**config.mk**
```make
export PLATFORM = sky130hd
export DESIGN_NAME = gray_cntr_pipe_flat
export DESIGN_NICKNAME = d
export VERILOG_FILES = /design/src/rtl/gray_cntr_pipe_if.sv /design/src/rtl/gray_cntr_pipe.sv /design/src/flat_wrapper.sv
export SDC_FILE = /design/constraint.sdc
export NUM_CORES = 1
export LEC_CHECK = 0
export ABC_AREA = 0
export CELL_PAD_IN_SITES_DETAIL_PLACEMENT = 0
export CELL_PAD_IN_SITES_GLOBAL_PLACEMENT = 1
export CORE_MARGIN = 2
export CORE_UTILIZATION = 34
export CTS_BUF_LIST = sky130_fd_sc_hd__clkbuf_8
export DETAILED_ROUTE_END_ITERATION = 10
export PLACE_DENSITY_LB_ADDON = 0.1
export SYNTH_ARGS = -nofsm -noshare
export SYNTH_HDL_FRONTEND = slang
export SYNTH_SLANG_ARGS = --single-unit
```
**constraint.sdc**
```tcl
create_clock -name clk -period 1.6 [get_ports clk]
set_input_delay 0.16 -clock clk [delete_from_list [all_inputs] [get_ports clk]]
set_output_delay 0.16 -clock clk [all_outputs]
set_load 0.005 [all_outputs]
```
**src/rtl/gray_cntr_pipe_if.sv**
```systemverilog
// rtl/gray_cntr_pipe_if.sv - control and data bundle for gray_cntr_pipe
// GRAY_CNTR_PIPE_CHECK_EN adds the sticky err output.
interface gray_cntr_pipe_if #(
  parameter int W = 5
);
  logic         adv;
  logic         clr;
  logic [W-1:0] cntr;
  logic [W-1:0] encoded;
  logic [W-1:0] decoded;
`ifdef GRAY_CNTR_PIPE_CHECK_EN
  logic         err;

  modport master (output adv, output clr,
                  input cntr, input encoded, input decoded, input err);
  modport slave  (input adv, input clr,
                  output cntr, output encoded, output decoded, output err);
`else
  modport master (output adv, output clr,
                  input cntr, input encoded, input decoded);
  modport slave  (input adv, input clr,
                  output cntr, output encoded, output decoded);
`endif
endinterface

```
**src/rtl/gray_cntr_pipe.sv**
```systemverilog
// rtl/gray_cntr_pipe.sv - binary counter with registered Gray encode and decode round trip
// GRAY_CNTR_PIPE_CHECK_EN adds a sticky round-trip mismatch flag (err).
module gray_cntr_pipe #(
  parameter int           W    = 5,
  parameter int           X    = 1,
  parameter logic [W-1:0] INIT = '0
) (
  input  logic            clk,
  input  logic            rst,
  gray_cntr_pipe_if.slave bus
);

  function automatic logic [W-1:0] bin2gray(input logic [W-1:0] b);
    return b ^ (b >> 1);
  endfunction

  function automatic logic [W-1:0] gray2bin(input logic [W-1:0] g);
    logic [W-1:0] b;
    b[W-1] = g[W-1];
    for (int i = W - 2; i >= 0; i--) begin
      b[i] = b[i+1] ^ g[i];
    end
    return b;
  endfunction

  // Reset constants keep the pipe self-consistent from the first cycle out of reset.
  localparam logic [W-1:0] GRAY_INIT = bin2gray(INIT);
  localparam logic [W-1:0] X_W       = W'(X);

  logic [W-1:0] cntr_q, cntr_d;
  logic [W-1:0] enc_q, enc_d;
  logic [W-1:0] dec_q, dec_d;

  always_comb begin
    cntr_d = cntr_q;
    if (bus.clr) begin
      cntr_d = INIT;
    end else if (bus.adv) begin
      cntr_d = cntr_q + X_W;
    end
    enc_d = bin2gray(cntr_q);
    dec_d = gray2bin(enc_q);
  end

  always_ff @(posedge clk) begin
    if (rst) begin
      cntr_q <= INIT;
      enc_q  <= GRAY_INIT;
      dec_q  <= INIT;
    end else begin
      cntr_q <= cntr_d;
      enc_q  <= enc_d;
      dec_q  <= dec_d;
    end
  end

  assign bus.cntr    = cntr_q;
  assign bus.encoded = enc_q;
  assign bus.decoded = dec_q;

`ifdef GRAY_CNTR_PIPE_CHECK_EN
  // dly2_q holds cntr from two cycles ago, aligned with decoded.
  logic [W-1:0] dly1_q, dly1_d;
  logic [W-1:0] dly2_q, dly2_d;
  logic         err_q, err_d;

  always_comb begin
    dly1_d = cntr_q;
    dly2_d = dly1_q;
    err_d  = err_q | (dec_q != dly2_q);
  end

  always_ff @(posedge clk) begin
    if (rst) begin
      dly1_q <= INIT;
      dly2_q <= INIT;
      err_q  <= 1'b0;
    end else begin
      dly1_q <= dly1_d;
      dly2_q <= dly2_d;
      err_q  <= err_d;
    end
  end

  assign bus.err = err_q;
`endif

endmodule

```
**src/flat_wrapper.sv**
```systemverilog
// flat-port wrapper written by rule: the top's interface ports become plain ports
module gray_cntr_pipe_flat 
#(
  parameter int           W    = 5,
  parameter int           X    = 1,
  parameter logic [W-1:0] INIT = '0
)
  (clk, rst, bus_adv, bus_clr, bus_cntr, bus_encoded, bus_decoded);
  gray_cntr_pipe_if #(.W(W)) bus_i ();
  input  logic clk;
  input  logic rst;
  input wire logic [$bits(bus_i.adv)-1:0] bus_adv;
  input wire logic [$bits(bus_i.clr)-1:0] bus_clr;
  output wire logic [$bits(bus_i.cntr)-1:0] bus_cntr;
  output wire logic [$bits(bus_i.encoded)-1:0] bus_encoded;
  output wire logic [$bits(bus_i.decoded)-1:0] bus_decoded;
  assign bus_i.adv = bus_adv;
  assign bus_i.clr = bus_clr;
  assign bus_cntr = bus_i.cntr;
  assign bus_encoded = bus_i.encoded;
  assign bus_decoded = bus_i.decoded;
  gray_cntr_pipe #(.W(W), .X(X), .INIT(INIT)) u_core (.clk(clk), .rst(rst), .bus(bus_i));
endmodule
```
### Word level (Yosys, flattened, before mapping)

Cells that the tools add are included.

* logic and storage cells: 10
* latch bits: 0
* memory bits (writable): 0
* bits in read-only memories: 0
* output and inout bits: 15
* memories kept: 0
* bits in registers: 15

* muxes and demuxes: 0
* shift operators: 0
* equal/unequal tests: 0
* bitwise gates (word level): 5
* multipliers: 0
* $lt $le $gt $ge: 0
* $add $sub $neg: 1
* reductions and logical operators: 1
* div/mod/pow operators: 0

Operator list (count)
* 5-bit by 1-bit adder with 5-bit output (second input constant): 1
* 5-bit by 4-bit XOR with 5-bit output: 1
* 1-bit XOR: 4
* 2-bit OR reduction: 1

### Logic depth before layout (Yosys ltp)

* depth after elaboration: 4
* mapped depth: 4
* gate-level depth less buffers: 4

### Least setup slack after synthesis

OpenSTA, ideal clock, no wires.

* kind: register to register
* from: register u_core.enc_q[3] (netlist: u_core.bus.encoded[3])
* to: register u_core.dec_q[0] (netlist: u_core.bus.decoded[0])
* data required time: 1.486 ns
* setup slack: 0.357 ns
* setup time: 0.114 ns
* arrival: 1.128 ns
* cell stages (with the launch flop): 4
* cells stage by stage: dfxtp_1 > xnor3_1 > xnor3_1 > and2b_1

* longest elaborated chain between the ends: 4

Ends and longest elaborated chain
* from (decl): RTL line gray_cntr_pipe.sv:31 `logic [W-1:0] enc_q, enc_d;`
* from (signal assigned): RTL line gray_cntr_pipe.sv:52 `enc_q <= enc_d;`
* 1-bit XOR (4 in series): RTL line gray_cntr_pipe.sv:21 `b[i] = b[i+1] ^ g[i];`
* to (signal assigned): RTL line gray_cntr_pipe.sv:49 `dec_q <= INIT;`
* to (signal assigned): RTL line gray_cntr_pipe.sv:53 `dec_q <= dec_d;`
* to (decl): RTL line gray_cntr_pipe.sv:32 `logic [W-1:0] dec_q, dec_d;`

No other way between the ends.
A chain may end at the register's enable or synchronous reset.

### Worst setup path in the final report

* from: register u_core.cntr_q[3] (netlist: u_core.bus.cntr[3])
* to: output bus_cntr[3]

RTL lines
* from (decl): RTL line gray_cntr_pipe.sv:30 `logic [W-1:0] cntr_q, cntr_d;`
* from (signal assigned): RTL line gray_cntr_pipe.sv:51 `cntr_q <= cntr_d;`
* to (decl): RTL line flat_wrapper.sv:14 `output wire logic [$bits(bus_i.cntr)-1:0] bus_cntr;`

No word-level cell between the ends.

==> reports/results.ini <==
[die]
die_width_um=44.79
core_area_um2=1541
die_y_um=44.79
dieArea_um2=2006
num_rows=14
ios=19
start_util_pct=36.69

[pwr]
p_leak_nw=0.3248
power-per-cell-area_nw_per_um2=882.3
ir_drop_v=0.0003749

[routing]
routed.top_layer=met3
vias=371
wirelength_um=917
wl_met1_um=451
wl_met3_um=57
routed-wl-met2_um=408
vias_per_cell=4.365
initialDrtViolationCount=5
ant_nets=0
wire_per_inst_um=10.79
drc_errors=0
drtPass1Iterations=2

[placement]
dp_cells=81
gp_congestion=0.6526
dpl.hpwl_um=635.9
place_ws_ns=0.3221
port_buffers=18

[logic_synthesis]
async_flop_share_pct=0
synth_nets=56
synth_edf_count=0
synth_flop_cell=dfxtp_1
synth_most_common_cell=dfxtp_1
ys_ff_latch=15
yosysWarnings=0
synth_largest_area_cell=dfxtp_1
syn_area_um2=565.5
ys_types=14
synth_top_area_share_pct=53.10
syn_avg_cell_area_um2=11.54
synth_cells=49
synth_area_leaders=dfxtp_1 (53%), xnor3_1 (8.0%), ha_1 (6.6%)
yosys-top-cells-count=dfxtp_1 (15), nor2b_1 (5), nor3_1 (5), nor2_1 (4), xor2_1 (4)
synth-seq-area-share_pct=53.10

[final_layout]
fin_cells=85
final_nets=77
n_antenna_cell=0
final_core_util_pct=51.87
area_growth_syn_to_layout_pct=41.37
drive_gt1_share_pct=5.797

[global_route]
antenna_found_initial=0
grt_pass1_wl_um=1531
grt_pass1_vias=344
grt_max_degree=10
grt-ovfl-total=0
grt_usage_pct=10.93

[timing]
fin_skew_ns=0.002462
maxSlewViolCount=0
slew-limit-headroom_pct=85.05
fin_crit_ns=1.349
hold_violations=0
post-route-worst-setup-slack_ns=0.2505
setup_tns_ns=0
period_share_pct=84.34
rsz0062_at_grt=false
timing.fmax_mhz=741.0
setup_violations=0
tightest_slew_ns=0.2235

[clock_network]
post_cts_buffers=0
post_cts_resized=0
cts_root_buffer=clkbuf_8
htree_levels=1
cts_tree=built
clockBufferDepth=2
clock_latency_ns=0.24
cts_buffers=3
clk_pin_slew_ns=0.06
hold_buffers=0
clock-sinks=15

[worst_hold_path]
worstHoldPathCells=1
hold_class=reg2reg

[setup_path]
crit_end=bus_cntr[3]
path_class=reg2out
worstSetupPathDepth=1
critPathArrivalTime_ns=1.19
start_kind=flip-flop
rrSetupSlack_ns=0.31
critPathMaxFanout=4
max_stage_delay_ns=0.54
timing.rr.end=u_core.bus.decoded[0]
reg2reg_depth=3
r2r_start=u_core.bus.encoded[3]
worstSetupEndpointType=output port
worstSetupStartpoint=u_core.bus.cntr[3]
cp_cell_sequence=clkdlybuf4s50_1
worst-path-buf-inv=1
crit_family=buffers and inverters
crit_slowest_cell=clkdlybuf4s50_1
worst_ep_required_time_ns=1.44

[run]
cap_violations=0

[status]
status=finished, final reports clean

==> cells by family (layout without fill, tap and decap cells) <==
family,after synthesis,count (layout),synth area share [%]
multiplexers,1,1,1.770
flip-flops,15,15,53.10
buffers and inverters,3,23,3.317
XOR/XNOR,9,9,18.80
AND/OR/NAND/NOR,18,18,16.37
adder cells (fa/ha/maj),3,3,6.638
==> area by class of cell <==
cell class,count,area [um2]
multi-input combinational,31,246.5
fill,154,742.0
sequential,15,300.3
tap,16,20.02
clock buffer,3,41.29
clock inverter,1,3.754
timing repair buffer,19,187.7
==> per-layer routing <==
layer  global-route usage (%)  up-vias
met3                    3.600        0
met2                    16.81       14
met1                    13.82      158
met4                    5.294        0
li1                         -      199
met5                        0        -
==> flip-flops by register name (all words and copies together), names as in the netlist <==
signal,count
u_core.bus.encoded,5
u_core.bus.cntr,5
u_core.bus.decoded,5
==> cells in the final DEF, fill, tap and decap left out, drive strengths merged <==
cell / instances
and2b: 1
buf: 1
clkbuf: 3
clkdlybuf4s50: 18
dfxtp: 15
ha: 3
inv: 1
mux2i: 1
nand2: 1
nand3: 2
nor2: 4
nor2b: 5
nor3: 5
xnor2: 3
xnor3: 2
xor2: 4
==> power breakdown <==
group	switching [mW]	internal, mW	total [mW]
Sequential	0.00344	0.378	0.381
Combinational	0.0144	0.0222	0.0366
Clock	0.118	0.169	0.288
Total	0.136	0.569	0.705
==> how the worst min path moves through the flow <==
stage / from / endpoint / slack [ns]
2_1_floorplan: rst / u_core.bus.decoded[4] / 0.23
4_1_cts: u_core.bus.cntr[4] / u_core.bus.encoded[4] / 0.53
5_1_grt: u_core.bus.cntr[4] / u_core.bus.encoded[4] / 0.55
3_5_place_dp: u_core.bus.cntr[4] / u_core.bus.encoded[4] / 0.52
6_report: u_core.bus.cntr[4] / u_core.bus.encoded[4] / 0.53
3_3_place_gp: u_core.bus.cntr[4] / u_core.bus.encoded[4] / 0.51
==> worst register-to-register path, cell delays in order, from the launching register on <==
cell and delay, ns:
dfxtp_1 0.37, xnor3_1 0.47, xnor3_1 0.19, and2b_1 0.16
==> through the flow <==
step / hold slack, ns / area [um2] / power [mW]
floorplan: 0.2316 / 565.5 / 0.4023
detailed placement: 0.5196 / 754.5 / 0.4263
finish: 0.5255 / 799.5 / 0.7054
CTS: 0.5275 / 799.5 / 0.7142
global placement: 0.5125 / 754.5 / 0.4266
global route: 0.5452 / 799.5 / 0.7461
Note: power is estimated with default switching activity, not from simulation.
